<file path="src/rtl/fir_pkg.sv">
// Shared types and elaboration helpers for the parametrised sequential FIR core.
// The ACC_W macros let any instantiating module reject an accumulator that could overflow.
`ifndef FIR_PKG_MACROS
`define FIR_PKG_MACROS
`define FIR_ACC_W_MIN(data_w, coef_w, ntaps) ((data_w) + (coef_w) + fir_pkg::fir_clog2(ntaps))
`define FIR_ACC_W_OK(acc_w, data_w, coef_w, ntaps) ((acc_w) >= `FIR_ACC_W_MIN(data_w, coef_w, ntaps))
`endif

package fir_pkg;

    typedef enum logic [1:0] {
        IDLE,
        MAC,
        OUT
    } fir_state_t;

    // Ceiling log2, usable in constant expressions such as port widths.
    function automatic int fir_clog2(input int value);
        int result;
        result = 0;
        for (int v = value - 1; v > 0; v = v >> 1) begin
            result++;
        end
        return result;
    endfunction

endpackage

</file>
<file path="src/rtl/fir_round_sat.sv">
// Combinational output scaling: optional round-half-up arithmetic shift, then
// saturation of the accumulator to the signed DATA_W output range.
module fir_round_sat #(
    parameter int ACC_W     = 40,
    parameter int DATA_W    = 16,
    parameter int OUT_SHIFT = 0
) (
    input  logic signed [ACC_W-1:0]  acc,
    output logic signed [DATA_W-1:0] data,
    output logic                     sat
);

    // One guard bit so the rounding add can never wrap.
    localparam int EW = ACC_W + 1;
    localparam logic signed [EW-1:0] MAX_V = {{(EW-DATA_W+1){1'b0}}, {(DATA_W-1){1'b1}}};
    localparam logic signed [EW-1:0] MIN_V = {{(EW-DATA_W+1){1'b1}}, {(DATA_W-1){1'b0}}};

    logic signed [EW-1:0] ext;
    logic signed [EW-1:0] r;

    assign ext = {acc[ACC_W-1], acc};

    generate
        if (OUT_SHIFT > 0) begin : g_round
            localparam logic signed [EW-1:0] HALF = EW'(1) << (OUT_SHIFT - 1);
            assign r = (ext + HALF) >>> OUT_SHIFT;
        end else begin : g_pass
            assign r = ext;
        end
    endgenerate

    always_comb begin
        // NOTE: every output gets a default first so no path leaves it unassigned (no latch).
        data = r[DATA_W-1:0];
        sat  = 1'b0;
        if (r > MAX_V) begin
            data = MAX_V[DATA_W-1:0];
            sat  = 1'b1;
        end else if (r < MIN_V) begin
            data = MIN_V[DATA_W-1:0];
            sat  = 1'b1;
        end
    end

endmodule

</file>
<file path="src/rtl/fir_seq_param.sv">
// Resource-shared FIR core: one multiplier walks NTAPS taps per sample under an
// IDLE/MAC/OUT FSM, with valid/ready streaming and run-time coefficient writes.
module fir_seq_param
    import fir_pkg::*;
#(
    parameter int DATA_W    = 16,
    parameter int COEF_W    = 16,
    parameter int NTAPS     = 16,
    parameter int ACC_W     = 40,
    parameter int OUT_SHIFT = 0
) (
    input  logic                          clk,
    input  logic                          rst,
    input  logic                          in_valid,
    output logic                          in_ready,
    input  logic signed [DATA_W-1:0]      in_data,
    output logic                          out_valid,
    input  logic                          out_ready,
    output logic signed [DATA_W-1:0]      out_data,
    output logic                          out_sat,
    input  logic                          coef_we,
    input  logic [fir_clog2(NTAPS)-1:0]   coef_addr,
    input  logic signed [COEF_W-1:0]      coef_data,
    output logic                          coef_ack,
    output logic                          busy
);

    localparam int AW = fir_clog2(NTAPS);
    localparam int PW = DATA_W + COEF_W;

    generate
        if (!`FIR_ACC_W_OK(ACC_W, DATA_W, COEF_W, NTAPS)) begin : g_bad_acc_w
            $error("fir_seq_param: ACC_W narrower than DATA_W+COEF_W+clog2(NTAPS)");
        end
        if (NTAPS < 2 || NTAPS > 64) begin : g_bad_ntaps
            $error("fir_seq_param: NTAPS must be in 2..64");
        end
        if (OUT_SHIFT < 0 || OUT_SHIFT > ACC_W - DATA_W) begin : g_bad_shift
            $error("fir_seq_param: OUT_SHIFT must be in 0..ACC_W-DATA_W");
        end
    endgenerate

    fir_state_t               state;
    logic signed [DATA_W-1:0] x    [NTAPS];
    logic signed [COEF_W-1:0] coef [NTAPS];
    logic signed [ACC_W-1:0]  acc;
    logic signed [ACC_W-1:0]  acc_next;
    logic signed [PW-1:0]     prod;
    logic [AW-1:0]            tap;
    logic signed [DATA_W-1:0] scaled;
    logic                     scaled_sat;
    logic                     in_fire;
    logic                     coef_fire;
    logic                     last_tap;

    assign in_fire   = in_valid && in_ready;
    // Input wins over a same-cycle coefficient write so taps never change mid-sample.
    assign coef_fire = coef_we && (state == IDLE) && !in_fire;
    assign last_tap  = (tap == AW'(NTAPS - 1));
    assign prod      = PW'(x[tap]) * PW'(coef[tap]);
    assign acc_next  = acc + {{(ACC_W-PW){prod[PW-1]}}, prod};

    // Scale the final sum combinationally so the result registers on OUT entry.
    fir_round_sat #(
        .ACC_W    (ACC_W),
        .DATA_W   (DATA_W),
        .OUT_SHIFT(OUT_SHIFT)
    ) u_round_sat (
        .acc (acc_next),
        .data(scaled),
        .sat (scaled_sat)
    );

    // NOTE: state is updated with non-blocking assignments so every register samples pre-edge values.
    always_ff @(posedge clk) begin
        if (rst) begin
            state     <= IDLE;
            acc       <= '0;
            tap       <= '0;
            in_ready  <= 1'b1;
            out_valid <= 1'b0;
            out_data  <= '0;
            out_sat   <= 1'b0;
            coef_ack  <= 1'b0;
            busy      <= 1'b0;
            // NOTE: history and taps are reset explicitly; reset must yield a clean filter.
            for (int k = 0; k < NTAPS; k++) begin
                x[k]    <= '0;
                coef[k] <= '0;
            end
        end else begin
            coef_ack <= coef_fire;
            if (coef_fire) begin
                coef[coef_addr] <= coef_data;
            end

            case (state)
                IDLE: begin
                    if (in_fire) begin
                        x[0] <= in_data;
                        for (int k = 1; k < NTAPS; k++) begin
                            x[k] <= x[k-1];
                        end
                        acc      <= '0;
                        tap      <= '0;
                        state    <= MAC;
                        in_ready <= 1'b0;
                        busy     <= 1'b1;
                    end
                end
                MAC: begin
                    acc <= acc_next;
                    tap <= tap + AW'(1);
                    if (last_tap) begin
                        state     <= OUT;
                        out_valid <= 1'b1;
                        out_data  <= scaled;
                        out_sat   <= scaled_sat;
                    end
                end
                OUT: begin
                    if (out_ready) begin
                        state     <= IDLE;
                        out_valid <= 1'b0;
                        in_ready  <= 1'b1;
                        busy      <= 1'b0;
                    end
                end
                default: state <= IDLE;
            endcase
        end
    end

endmodule

</file>
<file path="config.mk">
export PLATFORM = sky130hd
export DESIGN_NAME = fir_seq_param
export DESIGN_NICKNAME = d
export VERILOG_FILES = /design/src/rtl/fir_pkg.sv /design/src/rtl/fir_round_sat.sv /design/src/rtl/fir_seq_param.sv
export SDC_FILE = /design/constraint.sdc
export NUM_CORES = 2
export LEC_CHECK = 0
export CORE_AREA = 5 5 211 295
export CTS_CLUSTER_DIAMETER = 30
export DETAILED_ROUTE_END_ITERATION = 6
export DIE_AREA = 0 0 216 300
export GPL_TIMING_DRIVEN = 0
export PLACE_DENSITY = 0.88
export SYNTH_ARGS = -nofsm -noshare
export SYNTH_HDL_FRONTEND = slang
export SYNTH_SLANG_ARGS = --single-unit
</file>
<file path="constraint.sdc">
create_clock -name clk -period 14.7 [get_ports clk]
set_input_delay 2.205 -clock clk [delete_from_list [all_inputs] [get_ports clk]]
set_output_delay 2.205 -clock clk [all_outputs]
set_load 0.03 [all_outputs]
</file>
==> run summary <==
The flow ran to the end, and the final reports show no timing, DRC or antenna violations. The required arrival time at the worst endpoint came out at 15.18 ns. STA classifies the critical path endpoint as a flop.

The detailed-route vias per instance is 6.24. The slew at the pin closest to its max-slew limit came out at 1.22 ns. The area added between synthesis and finish is 12.9%.

The number of top-level pins came out at 62. TritonCTS built the clock tree. Setup repair after global routing left no endpoint under its margin. The number of hold-slack violations in the final timing report came to 0.

The post-synthesis cell type count is 76. For this run, the top clock speed supported by timing is 0.0694 GHz. The net count of the mapped netlist came out at 3543. The final weighted congestion in routability-driven placement came out at 1.01. The kind of critical path is flop to flop. The total routing resource utilization after global routing is 31.0%. Averaged over all synthesized cells, the footprint is 12.0 um^2.

The via count of the first global-routing pass came out at 27.6k. Counting tap cells, the placed design contains a total of 3937 instances. The post-route fraction of the period consumed by the critical path came out at 98.0%. The number of antenna violations at the first check in global routing came out at 0. Counting instances, the worst hold path has a depth of 2.

After detailed routing, the number of remaining DRC violations is 0. The DRC marker count from the first detailed-route iteration came out at 2810. The synthesized design contains 583 register bits. The commonest cells after synthesis are sky130_fd_sc_hd__edfxtp_1, sky130_fd_sc_hd__and2_1, sky130_fd_sc_hd__inv_1, sky130_fd_sc_hd__nor2_1, sky130_fd_sc_hd__fa_1. Among all cell types in the netlist, the one instantiated most often is sky130_fd_sc_hd__edfxtp_1. The floorplan has 106 rows.

The fraction of layout instances using a drive strength above 1 is 11.2%. Entering global routing, the biggest net connects 72 pins. The number of antenna cells inserted is 0. The port buffer count is 61. The smallest clock period supported by the final layout is computed as 14.41 ns. The CTS sink count is 583.

The longest individual stage delay on the worst path is 0.92 ns. The most numerous cell type found on the critical path is sky130_fd_sc_hd__fa_1. In this run the post-CTS setup repair buffer count came out at 0. Of all flip-flops after synthesis, the portion carrying an async set or reset was 0%.

The detailed-route wire length per cell came out at 24.3 um. The critical path data arrival time is 14.89 ns. The total number of vias is 25.6k. The final wirelength is 99.7 mm.

The number of standard cells after synthesis came out at 3116. The count of warnings emitted by yosys is 0. The area enclosed by the die boundary came out at 64800 um^2. The post-route non-filler standard cell count is 4097. The max-slew violation count came out at 0. On the final layout, the worst clock skew is 0.0469 ns. The post-route worst hold slack came out at 0.518 ns. The total negative setup slack came out at 0 ns. The H-tree generated during clock tree synthesis spans 3 levels. The cell depth of the worst flop-to-flop path came out at 42. The starting density of the core is 63.3%.

The proportion of netlist area held by the largest area contributor came out at 41.0%. After filler insertion, the fill cell instance count of the layout stands at 3643. The insertion delay of the later-clocked pin in the worst-skew pair is 0.67 ns. The sequential standard cell area is 16800 um^2. The number of nets still failing antenna checks after routing is 0. The relative max-transition margin came out at 18.0%. The area of the core is 59300 um^2. The post-synth design cell area came out at 37500 um^2. The die is 300 um tall. The clock root buffer is sky130_fd_sc_hd__clkbuf_16.

The wire length of the first global-routing pass came out at 154 mm. The proportion of synthesized chip area in sequential cells is 44.8%. The final net count is 3697.

The die is 216 um wide. After global routing the overflow that remains totals 0. The master of the slowest instance on the critical path is sky130_fd_sc_hd__o21ai_1.

Summed over all instances, the cell type with the most area after synthesis is sky130_fd_sc_hd__edfxtp_1. The placed wire-length estimate after detailed placement is 72.2 mm. The number of buffers created by CTS came out at 88. The buffer levels on the longest clock path is 3. The number of synthesized flops with an enable pin is 512.

STA classifies the critical path startpoint as a flop. Yosys attributes the largest share of cell area to sky130_fd_sc_hd__edfxtp_1, sky130_fd_sc_hd__fa_1, sky130_fd_sc_hd__mux4_2. The number of max-cap violations came out at 0.

In this run the worst path has a maximum fanout of 10. The clock input transition at the sequential cells of the worst setup and hold paths came out at 0.05 ns. The detailed-router iteration count before antenna repair came out at 6. The path class of the tightest hold or removal check is flop to flop. The total of endpoints with negative setup slack in the final report is 0. The most used flip-flop cell after synthesis is sky130_fd_sc_hd__edfxtp_1. In the final layout, the multi-input gates occupy 18900 um^2.
[per-layer routing]
metal / global-route usage (%) / wire, um
met5: 0 / 0
met2: 55.0 / 51600
met3: 5.43 / 7830
met1: 34.6 / 33100
met4: 19.5 / 7210
[path summary, 6_finish.rpt]
check	startpoint	endpoint	slack, ns
max reg2reg	flop	out_data[10]$_SDFFE_PP0P_	0.29
min	out_sat$_SDFFE_PP0P_	out_sat$_SDFFE_PP0P_	0.52
max	flop	out_data[10]$_SDFFE_PP0P_	0.29
min reg2reg	out_sat$_SDFFE_PP0P_	out_sat$_SDFFE_PP0P_	0.52
[cell families after synthesis]
kind of cell	share of synthesized area, %
flip-flops	44.8
multiplexers	9.58
XOR/XNOR	1.69
buffers and inverters	4.87
AO/OA/AOI/OAI	5.52
AND/OR/NAND/NOR	15.4
adder cells (fa/ha/maj)	18.1
[state kept, by name (all words and copies together) (netlist names), named ones only]
register   count
state          2
x            256
in_ready       1
coef         256
out_sat        1
coef_ack       1
out_data      16
out_valid      1
busy           1
acc           40
tap            4
[critical path, delay by kind of cell, from the launching register on]
family / cells / cell delay (ns)
AO/OA/AOI/OAI: 14 / 3.97
XOR/XNOR: 2 / 0.40
adder cells (fa/ha/maj): 8 / 3.84
buffers and inverters: 7 / 2.81
flip-flops: 1 / 0.47
multiplexers: 2 / 0.77
AND/OR/NAND/NOR: 9 / 1.94
[layout by cell type (no fill, tap or decap), types with 22 or more instances in the layout]
master / netlist / routed
sky130_fd_sc_hd__a21oi_1: 73 / 73
sky130_fd_sc_hd__a22oi_1: 36 / 36
sky130_fd_sc_hd__and2_1: 422 / 422
sky130_fd_sc_hd__clkbuf_1: 126 / 128
sky130_fd_sc_hd__clkbuf_16: 0 / 92
sky130_fd_sc_hd__clkdlybuf4s50_1: 0 / 61
sky130_fd_sc_hd__dfxtp_1: 71 / 71
sky130_fd_sc_hd__edfxtp_1: 512 / 512
sky130_fd_sc_hd__fa_1: 263 / 263
sky130_fd_sc_hd__ha_1: 123 / 123
sky130_fd_sc_hd__inv_1: 328 / 328
sky130_fd_sc_hd__mux2_2: 22 / 22
sky130_fd_sc_hd__mux2i_1: 24 / 24
sky130_fd_sc_hd__mux4_2: 138 / 138
sky130_fd_sc_hd__nand2_1: 188 / 188
sky130_fd_sc_hd__nor2_1: 284 / 284
sky130_fd_sc_hd__nor2b_1: 108 / 108
sky130_fd_sc_hd__o21a_1: 22 / 22
sky130_fd_sc_hd__o21ai_0: 45 / 45
sky130_fd_sc_hd__xnor2_1: 53 / 53
[stage by stage]
step                      worst slack, ns  util, %  area, um^2
after detailed placement           0.0187     66.1       39200
after floorplan                      2.98        -       37500
after CTS                           0.183     71.5       42400
final                               0.287     71.5       42400
after global placement             0.0558     65.9       39100
after global routing               0.0323     71.5       42400
[timing repair]
item / CTS / global route
setup endpoints to repair: 14 / 17
pin swaps: 0 / 0
hold buffers: 0 / 0
gates resized for setup: 9 / 19
[area by class of cell]
type	count	area share [%]
buffer	154	1.52
clock buffer	98	5.49
clock inverter	63	1.89
inverter	328	2.91
multi-input combinational	2050	44.7
sequential	583	39.6
tap	756	2.23
timing repair buffer	65	1.67
Power is left out: the tool's default activity adds up to more than one toggle a clock period on the data nets, which glitch-free logic cannot reach.
